$ cat config.mk
export PLATFORM = sky130hd
export DESIGN_NAME = covox_sd_dac
export DESIGN_NICKNAME = d
export VERILOG_FILES = /design/src/rtl/covox_pkg.sv /design/src/rtl/covox_fifo.sv /design/src/rtl/covox_sd_dac.sv
export SDC_FILE = /design/constraint.sdc
export NUM_CORES = 1
export LEC_CHECK = 0
export BUFFER_PORTS_ARGS = -buffer_cell sky130_fd_sc_hd__buf_4
export CORE_MARGIN = 2
export CORE_UTILIZATION = 50
export CTS_BUF_LIST = sky130_fd_sc_hd__clkbuf_8
export DETAILED_ROUTE_END_ITERATION = 7
export GPL_ROUTABILITY_DRIVEN = 0
export PLACE_DENSITY = 0.81
export SETUP_SLACK_MARGIN = 0.2
export SKIP_CTS_REPAIR_TIMING = 1
export SYNTH_ARGS = -nofsm -noshare
export SYNTH_HDL_FRONTEND = slang
export SYNTH_SLANG_ARGS = --single-unit
$ cat constraint.sdc
create_clock -name cpu_clock -period 2.2 [get_ports cpu_clock]
set_clock_uncertainty 0.2 [all_clocks]
set_input_delay 0 -clock cpu_clock [delete_from_list [all_inputs] [get_ports cpu_clock]]
set_output_delay 0 -clock cpu_clock [all_outputs]
set_load 0.03 [all_outputs]
$ cat src/rtl/covox_pkg.sv
// rtl/covox_pkg.sv - shared widths, depths and default tuning constants for the covox sigma-delta DAC
package covox_pkg;

  localparam int DATA_W           = 8;
  localparam int MIX_W            = 9;
  localparam int FIFO_DEPTH       = 4;
  localparam int FIFO_AW          = 2;
  localparam int TIMER_W          = 12;

  localparam int DIV_DEFAULT      = 80;
  localparam int BEEP_LVL_DEFAULT = 64;
  localparam int TAPE_LVL_DEFAULT = 16;

  typedef logic [DATA_W-1:0] sample_t;
  typedef logic [MIX_W-1:0]  mix_t;

  // Mid-scale sample so the output idles at half density after reset.
  localparam sample_t SAMPLE_IDLE = 8'h80;

  // Unsigned mix of the DAC sample with the beeper and tape-out levels.
  // The level parameters are constrained so the sum always fits in MIX_W.
  function automatic mix_t mix_sum(input sample_t s, input logic b, input logic t,
                                   input mix_t b_lvl, input mix_t t_lvl);
    mix_sum = {1'b0, s} + (b ? b_lvl : '0) + (t ? t_lvl : '0);
  endfunction

endpackage

$ cat src/rtl/covox_fifo.sv
// rtl/covox_fifo.sv - 4-entry sample FIFO; pop on empty is ignored, push on full only lands if a pop frees a slot
module covox_fifo
  import covox_pkg::*;
(
  input  logic         cpu_clock,
  input  logic         reset,
  input  logic         push,
  input  logic         pop,
  input  sample_t      din,
  output sample_t      dout,
  output logic [2:0]   level,
  output logic         full,
  output logic         empty
);

  sample_t            mem [FIFO_DEPTH];
  logic [FIFO_AW:0]   wptr;
  logic [FIFO_AW:0]   rptr;
  logic               do_push;
  logic               do_pop;

  // Pointers carry one extra wrap bit so full and empty are distinguishable.
  assign level   = wptr - rptr;
  assign full    = (level == 3'(FIFO_DEPTH));
  assign empty   = (level == 3'd0);
  assign do_pop  = pop & ~empty;
  assign do_push = push & (~full | do_pop);
  assign dout    = mem[rptr[FIFO_AW-1:0]];

  // Pointer update; reset discards any queued samples.
  always_ff @(posedge cpu_clock or negedge reset) begin
    if (!reset) begin
      wptr <= '0;
      rptr <= '0;
    end else begin
      if (do_push) wptr <= wptr + 1'b1;
      if (do_pop)  rptr <= rptr + 1'b1;
    end
  end

  // Storage needs no reset: entries are only visible between push and pop.
  always_ff @(posedge cpu_clock) begin
    if (do_push) mem[wptr[FIFO_AW-1:0]] <= din;
  end

endmodule

$ cat src/rtl/covox_sd_dac.sv
// rtl/covox_sd_dac.sv - covox port capture, optional paced FIFO playback (COVOX_FIFO_EN), mixer and 1-bit sigma-delta modulator
module covox_sd_dac
  import covox_pkg::*;
#(
  parameter int DIV      = DIV_DEFAULT,
  parameter int BEEP_LVL = BEEP_LVL_DEFAULT,
  parameter int TAPE_LVL = TAPE_LVL_DEFAULT
)(
  input  logic         cpu_clock,
  input  logic         reset,
  input  logic         covox,
  input  logic [7:0]   d,
  input  logic         beeper,
  input  logic         tapeout,
  output logic         audio_pdm,
  output logic [7:0]   sample_q,
  output logic         overrun,
  output logic [2:0]   fifo_level
);

  localparam mix_t BEEP_MIX = MIX_W'(BEEP_LVL);
  localparam mix_t TAPE_MIX = MIX_W'(TAPE_LVL);

  logic     s1;
  logic     s2;
  sample_t  d1;
  sample_t  d2;
  sample_t  hold;
  sample_t  hold_d;
  logic     commit;
  mix_t     mix;
  logic [9:0] acc;
  logic [9:0] acc_sum;

  // Strobe and data share one two-stage synchroniser so they stay aligned.
  always_ff @(posedge cpu_clock or negedge reset) begin
    if (!reset) begin
      s1 <= 1'b0;
      s2 <= 1'b0;
      d1 <= '0;
      d2 <= '0;
    end else begin
      s1 <= covox;
      s2 <= s1;
      d1 <= d;
      d2 <= d1;
    end
  end

  // Hold tracks the bus while the synchronised strobe is high; the value
  // committed on the falling edge of the strobe is the hold input that cycle.
  assign hold_d = s2 ? d2 : hold;
  assign commit = s2 & ~s1;

  // Hold register: last bus value seen under the strobe.
  always_ff @(posedge cpu_clock or negedge reset) begin
    if (!reset) hold <= '0;
    else        hold <= hold_d;
  end

`ifdef COVOX_FIFO_EN

  logic [TIMER_W-1:0] timer;
  logic               tick;
  sample_t            fifo_dout;
  logic               fifo_full;
  logic               fifo_empty;

  assign tick = (timer == TIMER_W'(DIV - 1));

  // Free-running sample-rate timer, one tick every DIV cycles.
  always_ff @(posedge cpu_clock or negedge reset) begin
    if (!reset)    timer <= '0;
    else if (tick) timer <= '0;
    else           timer <= timer + 1'b1;
  end

  covox_fifo u_fifo (
    .cpu_clock (cpu_clock),
    .reset     (reset),
    .push      (commit),
    .pop       (tick),
    .din       (hold_d),
    .dout      (fifo_dout),
    .level     (fifo_level),
    .full      (fifo_full),
    .empty     (fifo_empty)
  );

  // Paced playback: a tick moves the FIFO head to the DAC, an empty FIFO keeps the last sample.
  always_ff @(posedge cpu_clock or negedge reset) begin
    if (!reset)                   sample_q <= SAMPLE_IDLE;
    else if (tick && !fifo_empty) sample_q <= fifo_dout;
  end

  // Sticky overflow: a write arrived with the FIFO full and no pop to make room.
  always_ff @(posedge cpu_clock or negedge reset) begin
    if (!reset)                             overrun <= 1'b0;
    else if (commit && fifo_full && !tick)  overrun <= 1'b1;
  end

`else

  // Direct mode: each committed write goes straight to the DAC.
  always_ff @(posedge cpu_clock or negedge reset) begin
    if (!reset)      sample_q <= SAMPLE_IDLE;
    else if (commit) sample_q <= hold_d;
  end

  assign overrun    = 1'b0;
  assign fifo_level = 3'd0;

`endif

  // First-order sigma-delta: the carry out of the 9-bit accumulator is the PDM bit,
  // kept in acc[9] so the output is registered without a separate flop.
  assign mix       = mix_sum(sample_q, beeper, tapeout, BEEP_MIX, TAPE_MIX);
  assign acc_sum   = {1'b0, acc[8:0]} + {1'b0, mix};
  assign audio_pdm = acc[9];

  // Modulator accumulator.
  always_ff @(posedge cpu_clock or negedge reset) begin
    if (!reset) acc <= '0;
    else        acc <= acc_sum;
  end

endmodule

==> run_results.csv <==
group,metric,value,unit
place,dpl_cell_area,1760,sq um
layout,instances_no_fill,177,
layout,fin_area,2030,sq um
run_status,outcome,"finished, violations left",
drt,drc,1,
drt,vias_per_cell,5.21,
floorplan,die_h,58.8,microns
worst_setup_path,r2r_end,"acc[8]",
yosys,synth_area,1500,sq um
timing,setup_violations,1,
yosys,yosysUniqueCellTypes,29,
timing,holdWs,-0.00171,ns
global_route,grt_usage,0.169,
global_route,grt_pass1_vias,944,
timing,rsz0062_at_grt,"true",
run_status,failed_checks,"DRC, hold timing, setup timing",
layout,insertedDiodeCount,0,
timing,period_minus_slack,2.21,ns
clocking,cts-buffers-inserted,5,
worst_setup_path,slowest_stage,"dfrtp_2",
timing,fin_ws,-0.00961,ns
flow_run,drv_cap,0,
layout,areaGrowthSynthToFinish,35.2,%
floorplan,core.rowCount,19,
worst_setup_path,crit_required,2.17,ns
global_route,met1_usage,0.194,
drt,dr.first_iter.drc_count,15,
floorplan,core_area,2810,sq um
yosys,synth_area_per_cell,14.3,sq um
place,place_hpwl,1760,microns
clocking,cts.path.max_buffers,2,
yosys,syn_inst,105,
worst_setup_path,arrival,2.18,ns
floorplan,num_io_pins,26,
worst_setup_path,endpoint_kind,"flip-flop",
global_route,antenna_found_initial,0,
global_route,grtUsageMet3,0.0593,
yosys,synth_top_area_cell,"dfrtp_1",
clocking,cts-root-buf,"clkbuf_8",
timing,finalHoldViolations,2,
drt,first_pass_iters,5,
yosys,yosys.area.top_type_share,0.584,
floorplan,fp.dieW,58.8,microns
drt,num_vias,923,
power,power.total,2.64,mW
timing,slew_viol_final,0,
yosys,ys_top_cells_by_area,"dfrtp_1, ha_1, mux2_2",
worst_setup_path,crit_buf_inv,0,
worst_setup_path,r2r_setup_slack,-0.01,ns
power,power.leakage,0.908,nW
floorplan,initial_core_util,0.534,
yosys,ys_warn_count,0,
clocking,cts_tree,"yes",
clocking,htreeDepth,2,
worst_setup_path,path_cells,"ha_4 -> a31oi_4 -> xnor2_1 -> ha_1 -> and4_1 -> a211oi_2 -> o21ai_1 -> xor2_1",
timing,fin_tns_setup,-0.00961,ns
place,io_buffer_count,21,
worst_setup_path,crit_path_start_kind,"flip-flop",
worst_setup_path,worstReg2RegStart,"sample_q[6]",
drt,wirelength,2530,microns
worst_setup_path,path_delay_family,"adder cells",
global_route,grt_first_pass_wirelength,4100,microns
power,powerDensity,1300,nW/um^2
drt,post_drt_wl_per_cell,14.3,microns
layout,final_net_count,171,
layout,drive_gt1_frac,0.425,
place,dp_cells,158,
yosys,synth-seq-cells,36,
worst_setup_path,path_max_fanout,4,
global_route,gr-total-overflow,0,
global_route,busiest_layer,"met2",
clocking,clkTransAtPathRegs,0.07,ns
worst_setup_path,crit_type,"flip-flop to flip-flop",
timing,fmax,0.453,GHz
global_route,met2_usage,0.278,
layout,num-fill-cells,200,
power,irDropWorstVdd,0.889,mV
floorplan,dieArea,3450,sq um
worst_hold_path,hold_path.class,"input port to asynchronous set/reset pin",
clocking,clock-sinks,36,
clocking,clk_latency,0.29,ns
yosys,ys_seq_area_frac,0.602,
worst_setup_path,max_stage_delay,0.43,ns
drt,ant_nets,0,
worst_setup_path,reg2reg_depth,8,
timing,fin_crit_sh,1.00,
place,place_ws,-0.0396,ns
global_route,grt_start_max_net_pins,37,
sequential cells by signal, indices dropped and copies added, names as in the netlist:
name      flops
acc          10
d1            8
d2            8
sample_q      8
s1            1
s2            1
cells in the final DEF (no fill, tap or decap):
cell	Yosys	routed
xor2_2	0	1
clkinv_2	0	1
nor2b_1	1	1
a21o_1	3	3
o211ai_1	1	1
o211ai_2	1	1
nor3_2	0	1
o21ai_1	2	2
a211oi_2	0	1
clkbuf_8	0	5
a21oi_2	1	1
nand2b_1	1	1
ha_4	0	6
clkinvlp_4	0	1
nand2_1	3	3
dfstp_2	1	1
mux2_2	8	8
or3_1	1	1
and4_1	1	1
inv_1	3	3
conb_1	1	4
dfrtp_1	35	32
bufinv_16	0	1
fa_2	0	1
buf_4	5	26
nand3_1	2	2
xnor2_1	4	4
nand3_2	1	1
xor2_1	5	4
dlygate4sd3_1	0	10
nand4_1	1	1
a31oi_4	0	1
o2111ai_2	2	2
dfrtp_2	0	3
a21oi_1	5	5
ha_1	12	6
per-stage QoR:
stage	hold WS [ns]	utilization
final	-0.00171	0.723
after global routing	0.0276	0.723
after CTS	-0.539	0.667
after detailed placement	-0.222	0.628
after global placement	-0.230	0.628
after floorplan	-0.496	-
cell families (layout without fill, tap and decap cells):
group,count (synthesis),after routing,synth area share
AND/OR/NAND/NOR,12,12,0.0468
buffers and inverters,9,47,0.0359
other,1,4,0.00250
AO/OA/AOI/OAI,17,17,0.0868
multiplexers,8,8,0.0601
flip-flops,36,36,0.602
XOR/XNOR,9,9,0.0526
adder cells (fa/ha/maj),13,13,0.114
layout make-up:
type,instances,area (sq um),share of cell area
tap,31,38.8,0.0191
sequential,36,906,0.447
clock buffer,5,68.8,0.0340
inverter,3,11.3,0.00556
multi-input combinational,63,664,0.328
timing repair buffer,36,295,0.146
clock inverter,3,42.5,0.0210
synth_stat cells:
library cell,number
dfrtp_1,35
ha_1,12
mux2_2,8
a21oi_1,5
buf_4,5
xor2_1,5
xnor2_1,4
a21o_1,3
inv_1,3
nand2_1,3
nand3_1,2
o2111ai_2,2
o21ai_1,2
a211oi_1,1
a21oi_2,1
a31oi_1,1
and4_1,1
buf_2,1
conb_1,1
dfstp_2,1
fa_1,1
nand2b_1,1
nand3_2,1
nand4_1,1
nor2b_1,1
nor3_1,1
o211ai_1,1
o211ai_2,1
or3_1,1
how the worst max path moves through the flow:
stage | start | endpoint | slack [ns] | depth (start not counted)
after floorplan | sample_q[4] | acc[8] | -0.06 | 8
after global placement | sample_q[4] | acc[8] | 0.02 | 8
after detailed placement | sample_q[4] | acc[8] | -0.04 | 8
after CTS | sample_q[4] | acc[8] | -0.05 | 8
after global routing | sample_q[6] | acc[8] | -0.12 | 8
final | sample_q[6] | acc[8] | -0.01 | 8
power by group:
part,internal (mW),switching (mW),total (mW)
combinational,0.589,0.586,1.18
sequential,0.812,0.0828,0.895
clock,0.335,0.236,0.571
per-layer routing:
metal  vias up  share of wire
met2        17           0.51
met5         -              0
met3         7          0.030
met1       460           0.43
li1        439              -
met4         0          0.031
Power figures use the tool's default switching activity.
